<file path="src/rtl/keyboard_fifo_pkg.sv">
// -----------------------------------------------------------------------------
// keyboard_fifo_pkg
// Shared definitions for the PS/2 keyboard input path: frame bit constants,
// scan-code constants, the receiver state encoding and a parity helper.
// -----------------------------------------------------------------------------
package keyboard_fifo_pkg;

    localparam logic       PS2_START_BIT = 1'b0;
    localparam logic       PS2_STOP_BIT  = 1'b1;
    localparam logic [7:0] BREAK_CODE    = 8'hF0;
    localparam logic [7:0] EXT_CODE      = 8'hE0;

    typedef enum logic [1:0] {
        IDLE   = 2'd0,
        DATA   = 2'd1,
        PARITY = 2'd2,
        STOP   = 2'd3
    } rx_state_t;

    // PS/2 uses odd parity over the 8 data bits plus the parity bit.
    function automatic logic odd_parity_ok(input logic [7:0] data, input logic par);
        return ^{data, par};
    endfunction

endpackage

</file>
<file path="src/rtl/keyboard_fifo_ps2_rx.sv">
// -----------------------------------------------------------------------------
// keyboard_fifo_ps2_rx
// PS/2 frame receiver: synchronises the raw PS/2 clock/data, detects falling
// edges of the PS/2 clock and runs the frame FSM (start, 8 data bits LSB
// first, odd parity, stop). A partial frame is abandoned after TIMEOUT cycles
// without a falling edge.
//
// Ports:
//   i_clk        system clock
//   i_rst_n      synchronous active-low reset
//   i_ps2_clk    raw PS/2 clock (asynchronous)
//   i_ps2_data   raw PS/2 data  (asynchronous)
//   o_byte       last good received byte
//   o_byte_valid one-cycle pulse: o_byte holds a freshly received good byte
//   o_err_pulse  one-cycle pulse: bad start/parity/stop or timeout
// -----------------------------------------------------------------------------
module keyboard_fifo_ps2_rx #(
    parameter int TIMEOUT = 50000
) (
    input  logic       i_clk,
    input  logic       i_rst_n,
    input  logic       i_ps2_clk,
    input  logic       i_ps2_data,
    output logic [7:0] o_byte,
    output logic       o_byte_valid,
    output logic       o_err_pulse
);
    import keyboard_fifo_pkg::*;

    localparam int             TW         = $clog2(TIMEOUT + 1);
    localparam logic [TW-1:0]  TIMER_LAST = TW'(TIMEOUT - 1);

    logic [1:0]    r_clk_sync;
    logic [1:0]    r_data_sync;
    logic          r_clk_prev;
    rx_state_t     r_state;
    rx_state_t     w_state_next;
    logic [7:0]    r_shift;
    logic [2:0]    r_bit_idx;
    logic          r_parity;
    logic [TW-1:0] r_timer;
    logic [7:0]    r_byte;
    logic          r_byte_valid;
    logic          r_err_pulse;
    logic          w_fall;
    logic          w_data;
    logic          w_timeout;
    logic          w_valid_next;
    logic          w_err_next;

    // Two-flop synchronisers plus one history flop for edge detection.
    // Idle PS/2 lines are high, so the flops reset to 1 to avoid a false edge.
    always_ff @(posedge i_clk) begin
        if (!i_rst_n) begin
            r_clk_sync  <= 2'b11;
            r_data_sync <= 2'b11;
            r_clk_prev  <= 1'b1;
        end else begin
            r_clk_sync  <= {r_clk_sync[0], i_ps2_clk};
            r_data_sync <= {r_data_sync[0], i_ps2_data};
            r_clk_prev  <= r_clk_sync[1];
        end
    end

    assign w_fall = r_clk_prev & ~r_clk_sync[1];
    assign w_data = r_data_sync[1];

    // Timeout only fires on a cycle with no falling edge, so a late edge
    // arriving exactly at the limit still completes the frame.
    assign w_timeout = (r_state != IDLE) && !w_fall && (r_timer == TIMER_LAST);

    // State register and frame datapath.
    always_ff @(posedge i_clk) begin
        if (!i_rst_n) begin
            r_state      <= IDLE;
            r_shift      <= 8'd0;
            r_bit_idx    <= 3'd0;
            r_parity     <= 1'b0;
            r_timer      <= '0;
            r_byte       <= 8'd0;
            r_byte_valid <= 1'b0;
            r_err_pulse  <= 1'b0;
        end else begin
            r_state      <= w_state_next;
            r_byte_valid <= w_valid_next;
            r_err_pulse  <= w_err_next;
            if (w_valid_next) begin
                r_byte <= r_shift;
            end
            if (r_state == IDLE || w_fall) begin
                r_timer <= '0;
            end else begin
                r_timer <= r_timer + 1'b1;
            end
            if (w_fall) begin
                case (r_state)
                    IDLE:    r_bit_idx <= 3'd0;
                    DATA: begin
                        r_shift   <= {w_data, r_shift[7:1]};
                        r_bit_idx <= r_bit_idx + 3'd1;
                    end
                    PARITY:  r_parity  <= w_data;
                    default: ;
                endcase
            end
        end
    end

    // Next-state logic.
    always_comb begin
        w_state_next = r_state;
        if (w_timeout) begin
            w_state_next = IDLE;
        end else if (w_fall) begin
            case (r_state)
                IDLE:    if (w_data == PS2_START_BIT) w_state_next = DATA;
                DATA:    if (r_bit_idx == 3'd7)       w_state_next = PARITY;
                PARITY:  w_state_next = STOP;
                STOP:    w_state_next = IDLE;
                default: w_state_next = IDLE;
            endcase
        end
    end

    // Output decode: frame verdict is taken on the stop-bit edge.
    always_comb begin
        w_valid_next = 1'b0;
        w_err_next   = 1'b0;
        if (w_timeout) begin
            w_err_next = 1'b1;
        end else if (w_fall) begin
            if (r_state == IDLE && w_data != PS2_START_BIT) begin
                w_err_next = 1'b1;
            end else if (r_state == STOP) begin
                if (w_data == PS2_STOP_BIT && odd_parity_ok(r_shift, r_parity)) begin
                    w_valid_next = 1'b1;
                end else begin
                    w_err_next = 1'b1;
                end
            end
        end
    end

    assign o_byte       = r_byte;
    assign o_byte_valid = r_byte_valid;
    assign o_err_pulse  = r_err_pulse;

endmodule

</file>
<file path="src/rtl/keyboard_fifo.sv">
// -----------------------------------------------------------------------------
// keyboard_fifo
// Keyboard input feeder: PS/2 receiver, optional break-code filter and a
// scan-code FIFO whose head is presented to the processor as a registered
// 32-bit value.
//
// Ports:
//   clock         system clock
//   reset         synchronous active-low reset
//   ps2_clk       raw PS/2 clock (asynchronous)
//   ps2_data      raw PS/2 data  (asynchronous)
//   keyboard_ack  pop request from the processor's input instruction
//   keyboard_in   head entry zero-extended, 0 when empty
//   fifo_count    number of entries held
//   overflow      sticky: a byte arrived while full and was dropped
//   frame_error   sticky: a bad or timed-out frame was seen
// -----------------------------------------------------------------------------
module keyboard_fifo #(
    parameter int DEPTH        = 8,
    parameter int TIMEOUT      = 50000,
    parameter int FILTER_BREAK = 1
) (
    input  logic                     clock,
    input  logic                     reset,
    input  logic                     ps2_clk,
    input  logic                     ps2_data,
    input  logic                     keyboard_ack,
    output logic [31:0]              keyboard_in,
    output logic [$clog2(DEPTH):0]   fifo_count,
    output logic                     overflow,
    output logic                     frame_error
);
    import keyboard_fifo_pkg::*;

    localparam int AW = $clog2(DEPTH);
    localparam int CW = AW + 1;

    logic [7:0]    r_mem [DEPTH];
    logic [AW-1:0] r_wr_ptr;
    logic [AW-1:0] r_rd_ptr;
    logic [CW-1:0] r_count;
    logic [7:0]    r_head;
    logic          r_skip;
    logic          r_overflow;
    logic          r_frame_error;

    logic [7:0]    w_rx_byte;
    logic          w_rx_valid;
    logic          w_rx_err;
    logic          w_push;
    logic          w_skip_next;
    logic          w_full;
    logic          w_pop;
    logic          w_push_acc;
    logic          w_drop;
    logic [AW-1:0] w_rd_next;
    logic [CW-1:0] w_count_next;
    logic [7:0]    w_head_next;

    keyboard_fifo_ps2_rx #(
        .TIMEOUT (TIMEOUT)
    ) u_ps2_rx (
        .i_clk        (clock),
        .i_rst_n      (reset),
        .i_ps2_clk    (ps2_clk),
        .i_ps2_data   (ps2_data),
        .o_byte       (w_rx_byte),
        .o_byte_valid (w_rx_valid),
        .o_err_pulse  (w_rx_err)
    );

    // Break filter: 0xF0 and the byte after it are swallowed. Extended
    // prefix 0xE0 is treated like any ordinary make code.
    always_comb begin
        w_push      = 1'b0;
        w_skip_next = r_skip;
        if (w_rx_valid) begin
            if (FILTER_BREAK != 0) begin
                if (r_skip) begin
                    w_skip_next = 1'b0;
                end else if (w_rx_byte == BREAK_CODE) begin
                    w_skip_next = 1'b1;
                end else begin
                    w_push = 1'b1;
                end
            end else begin
                w_push = 1'b1;
            end
        end
    end

    // A pop frees a slot in the same cycle, so a push into a full FIFO is
    // still accepted when the processor acknowledges at the same time.
    assign w_full       = (r_count == CW'(DEPTH));
    assign w_pop        = keyboard_ack && (r_count != '0);
    assign w_push_acc   = w_push && (!w_full || w_pop);
    assign w_drop       = w_push && w_full && !w_pop;
    assign w_rd_next    = r_rd_ptr + AW'(w_pop);
    assign w_count_next = r_count + CW'(w_push_acc) - CW'(w_pop);

    // The head register tracks the entry at the post-update read pointer;
    // when that slot is the one being written this cycle, bypass the array.
    always_comb begin
        w_head_next = 8'd0;
        if (w_count_next != '0) begin
            if (w_push_acc && (r_wr_ptr == w_rd_next)) begin
                w_head_next = w_rx_byte;
            end else begin
                w_head_next = r_mem[w_rd_next];
            end
        end
    end

    always_ff @(posedge clock) begin
        if (w_push_acc) begin
            r_mem[r_wr_ptr] <= w_rx_byte;
        end
    end

    always_ff @(posedge clock) begin
        if (!reset) begin
            r_wr_ptr      <= '0;
            r_rd_ptr      <= '0;
            r_count       <= '0;
            r_head        <= 8'd0;
            r_skip        <= 1'b0;
            r_overflow    <= 1'b0;
            r_frame_error <= 1'b0;
        end else begin
            r_skip   <= w_skip_next;
            r_rd_ptr <= w_rd_next;
            r_count  <= w_count_next;
            r_head   <= w_head_next;
            if (w_push_acc) begin
                r_wr_ptr <= r_wr_ptr + 1'b1;
            end
            if (w_drop) begin
                r_overflow <= 1'b1;
            end
            if (w_rx_err) begin
                r_frame_error <= 1'b1;
            end
        end
    end

    assign keyboard_in = {24'd0, r_head};
    assign fifo_count  = r_count;
    assign overflow    = r_overflow;
    assign frame_error = r_frame_error;

endmodule
</file>
<file path="config.mk">
export PLATFORM = sky130hd
export DESIGN_NAME = keyboard_fifo
export DESIGN_NICKNAME = d
export VERILOG_FILES = /design/src/rtl/keyboard_fifo_pkg.sv /design/src/rtl/keyboard_fifo_ps2_rx.sv /design/src/rtl/keyboard_fifo.sv
export SDC_FILE = /design/constraint.sdc
export NUM_CORES = 1
export LEC_CHECK = 0
export CELL_PAD_IN_SITES_DETAIL_PLACEMENT = 0
export CELL_PAD_IN_SITES_GLOBAL_PLACEMENT = 1
export CORE_MARGIN = 2
export CORE_UTILIZATION = 48
export CTS_CLUSTER_SIZE = 20
export DETAILED_ROUTE_END_ITERATION = 10
export PLACE_DENSITY_LB_ADDON = 0.1
export SYNTH_ARGS = -nofsm -noshare
export SYNTH_HDL_FRONTEND = slang
export SYNTH_SLANG_ARGS = --single-unit
</file>
<file path="constraint.sdc">
create_clock -name clock -period 3.5 [get_ports clock]
set_input_delay 0.7 -clock clock [delete_from_list [all_inputs] [get_ports clock]]
set_output_delay 0.7 -clock clock [all_outputs]
set_load 0.02 [all_outputs]
</file>
==> run summary <==
### Power and ir drop
- **part of the power in the clock network** 37.6%
- **total power density per cell area** 644 nW/um^2
- **Sw Pwr** 1.32 mW
- **register share of total power** 39.1%
- **power share of the combinational group** 23.3%
- **switching power share of the total** 30.7%
- **leakage dissipation** 2.55 nW
- **P_int** 2.99 mW
- **Final Power** 4.31 mW
- **Max VDD drop** 0.000281 V

### Final layout
- **nets@finish** 524
- **final instance area** 6700 sq um
- **fraction of final layout cells sized beyond drive strength 1** 19.0%
- **Final Non-Filler Cells** 663
- **area grow syn2layout** 16.3%
- **number of antenna cells inserted** 0

### Timing
- **RSZ-0062 raised after global routing** no
- **worst hold slack** 0.405 ns
- **maximum clock frequency** 0.327 GHz
- **transition time of the tightest slew-check pin** 0.736 ns
- **part of the cycle the worst path needs** 87.3%
- **Worst Skew** 0.00860 ns
- **post-route setup slack** 0.443 ns
- **Tmin final** 3.06 ns
- **Max Transition Viols Final** 0
- **number of failing hold endpoints at the final stage** 0
- **Worst slew margin** 50.6%
- **final setup violating endpoints** 0

### Drt
- **average via count per standard cell** 5.25
- **antenna violation net count after detailed routing** 0
- **length of the first detailed-routing pass in iterations** 4
- **via count of the routed design** 3483
- **count of unresolved DRC violations after routing** 0
- **routed len/inst** 16.5 um
- **Initial DRC Count** 198
- **wire length reported by the detailed router** 11.0 mm

### Global routing
- **met3 GRT Util** 4.84%
- **Global Route Usage Sum** 18.3%
- **total global routing overflow** 0
- **largest net degree at the start of global routing** 27
- **initial antenna violation count** 0
- **number of global-route vias before repair** 3523
- **met1 track demand over resource** 21.6%
- **peak-usage layer in the global routing report** met2
- **fraction of met2 tracks used by global routing** 32.1%
- **wire length of the first global-routing pass** 17.7 mm

### Clocking
- **cell at the root of the clock tree** clkbuf_16
- **clock tree from TritonCTS** done
- **number of buffers between clock root and the deepest sink** 2
- **clock transition at the register clock pins on the worst setup and hold paths after CTS** 0.06 ns
- **Num Clock Sinks** 130
- **number of buffers added by the clock tree synthesis step** 17
- **# Post-CTS Setup Buffers** 0
- **clock latency on the worst-skew pair** 0.42 ns
- **count of H-tree levels built during CTS** 4

### Hold path
- **path type of the worst min-delay path** flip-flop to flip-flop

### Synth
- **number of cells produced by synthesis** 460
- **sequential-to-total area share from yosys stat** 56.3%
- **fraction of synthesized cell area taken by the top area cell type** 33.3%
- **Netlist Area Pre-Place** 5760 sq um
- **leading cell type by number of instances after synthesis** dfxtp_1
- **number of flip-flops and latches in the synthesized netlist** 130
- **main area contributors after synthesis** edfxtp_1, dfxtp_1, mux4_2
- **count of flip-flops with a built-in enable after synthesis** 64
- **top cells by count, synth** dfxtp_1, edfxtp_1, nor2_1
- **count of cell types in the netlist** 56
- **most common flop cell mapped by yosys** dfxtp_1
- **ys async rst share** 0%
- **yosys synthesis warning count** 0
- **synthesized area per cell** 12.5 sq um
- **cell type with the largest total area after synthesis** edfxtp_1

### Critical path
- **required arrival time at the worst endpoint** 3.74 ns
- **data arrival time of the worst path** 3.29 ns
- **critical path start-end classification** flip-flop to flip-flop
- **maximum fanout count along the critical path** 14
- **crit start category** flip-flop
- **crit end category** flip-flop

### Floorplanning
- **boundary pin count** 43
- **Initial Utilization** 48.6%
- **overall die width** 114 um
- **Die Y** 114 um
- **Core Rows** 40
- **core box area** 11900 sq um
- **Die Outline Area** 12900 sq um

### Placement
- **pre-CTS setup slack** -0.138 ns
- **HPWL after detailed placement** 7.38 mm
- **placed standard-cell area** 6150 sq um
- **RD Place Congestion** 0.814
- **total of buffers placed on input and output ports** 18
- **count of placed standard cells including taps** 631

### Status
- **status** finished, final reports clean

### Job
- **max-capacitance violation count** 0

==> final timing paths <==
path,start,cells past startpoint,endpoint,slack (ns)
max,u_ps2_rx.o_byte[0],10,r_head[7],0.44
min,u_ps2_rx.r_data_sync[0],1,u_ps2_rx.r_data_sync[1],0.40
max reg2reg,u_ps2_rx.o_byte[0],10,r_head[7],0.44
min reg2reg,u_ps2_rx.r_data_sync[0],1,u_ps2_rx.r_data_sync[1],0.40
==> worst max-delay path: stages, from the launching register on <==
cell	delay, ns
dfxtp_1	0.31
or4b_4	0.58
o21ai_4	0.35
nand2_1	0.12
o21ai_0	0.10
ha_1	0.19
inv_1	0.05
fa_1	0.37
xnor2_1	0.16
nor3b_2	0.45
a2111oi_0	0.20
==> repair_timing <==
action / 4_1_cts / 5_1_grt
hold buffers: 0 / 0
setup endpoints to repair: 0 / 7
gates resized for setup: 0 / 1
==> registers in the layout, summed over array words and instances, names as in the netlist, 3 cells and up <==
register and count:
u_ps2_rx.r_timer 16, r_head 8, r_mem 64, fifo_count 4
u_ps2_rx.o_byte 8, u_ps2_rx.r_shift 8, u_ps2_rx.r_bit_idx 3, r_wr_ptr 3
r_rd_ptr 3
==> placed cells by master, fill, tap and decap left out, drive strengths merged, types with 9 or more instances in the layout <==
cell            n
clkdlybuf4s50  18
buf            28
xnor2          18
nand2b          9
nor3            9
nand3          13
ha             15
nor2           37
dfxtp          66
mux4           16
a21oi           9
inv            20
conb           24
nand2          32
edfxtp         64
mux2i          19
clkbuf         17
nor4           17
==> per-layer routing <==
metal  vias up  part of all wire (%)
met5         -                     0
met4         0                   1.0
met3         9                   3.7
met2        59                    52
met1      1690                    44
li1       1725                     -
==> cells by family (layout without fill, tap and decap cells) <==
logic type	Yosys count	count (layout)	synth area share, %
buffers and inverters	59	92	5.93
multiplexers	43	43	11.3
AO/OA/AOI/OAI	41	41	5.14
adder cells (fa/ha/maj)	16	16	3.60
AND/OR/NAND/NOR	145	145	12.7
other	1	24	0.0651
XOR/XNOR	25	25	4.93
flip-flops	130	130	56.3
==> layout make-up <==
cell class	count	area (sq um)
Clock buffer	17	425
Clock inverter	15	123
Fill cell	985	5160
Inverter	14	52.6
Multi-Input combinational cell	294	2270
Sequential cell	130	3240
Tap cell	147	184
Timing Repair Buffer	46	403
==> through the flow <==
step	setup TNS [ns]	util (%)
3_3_place_gp	-0.112	51.8
5_1_grt	0	56.5
4_1_cts	0	56.5
2_1_floorplan	0	-
3_5_place_dp	-0.720	51.8
6_report	0	56.5
==> power by group through the flow <==
stage	sequential [mW]	clock, mW	combinational, mW
after floorplan	1.79	0	0.668
after global placement	1.72	0	0.999
after detailed placement	1.72	0	1.01
after CTS	1.69	1.66	1.01
after global routing	1.70	1.73	1.10
final	1.69	1.62	1.00
Power figures use the tool's default switching activity.
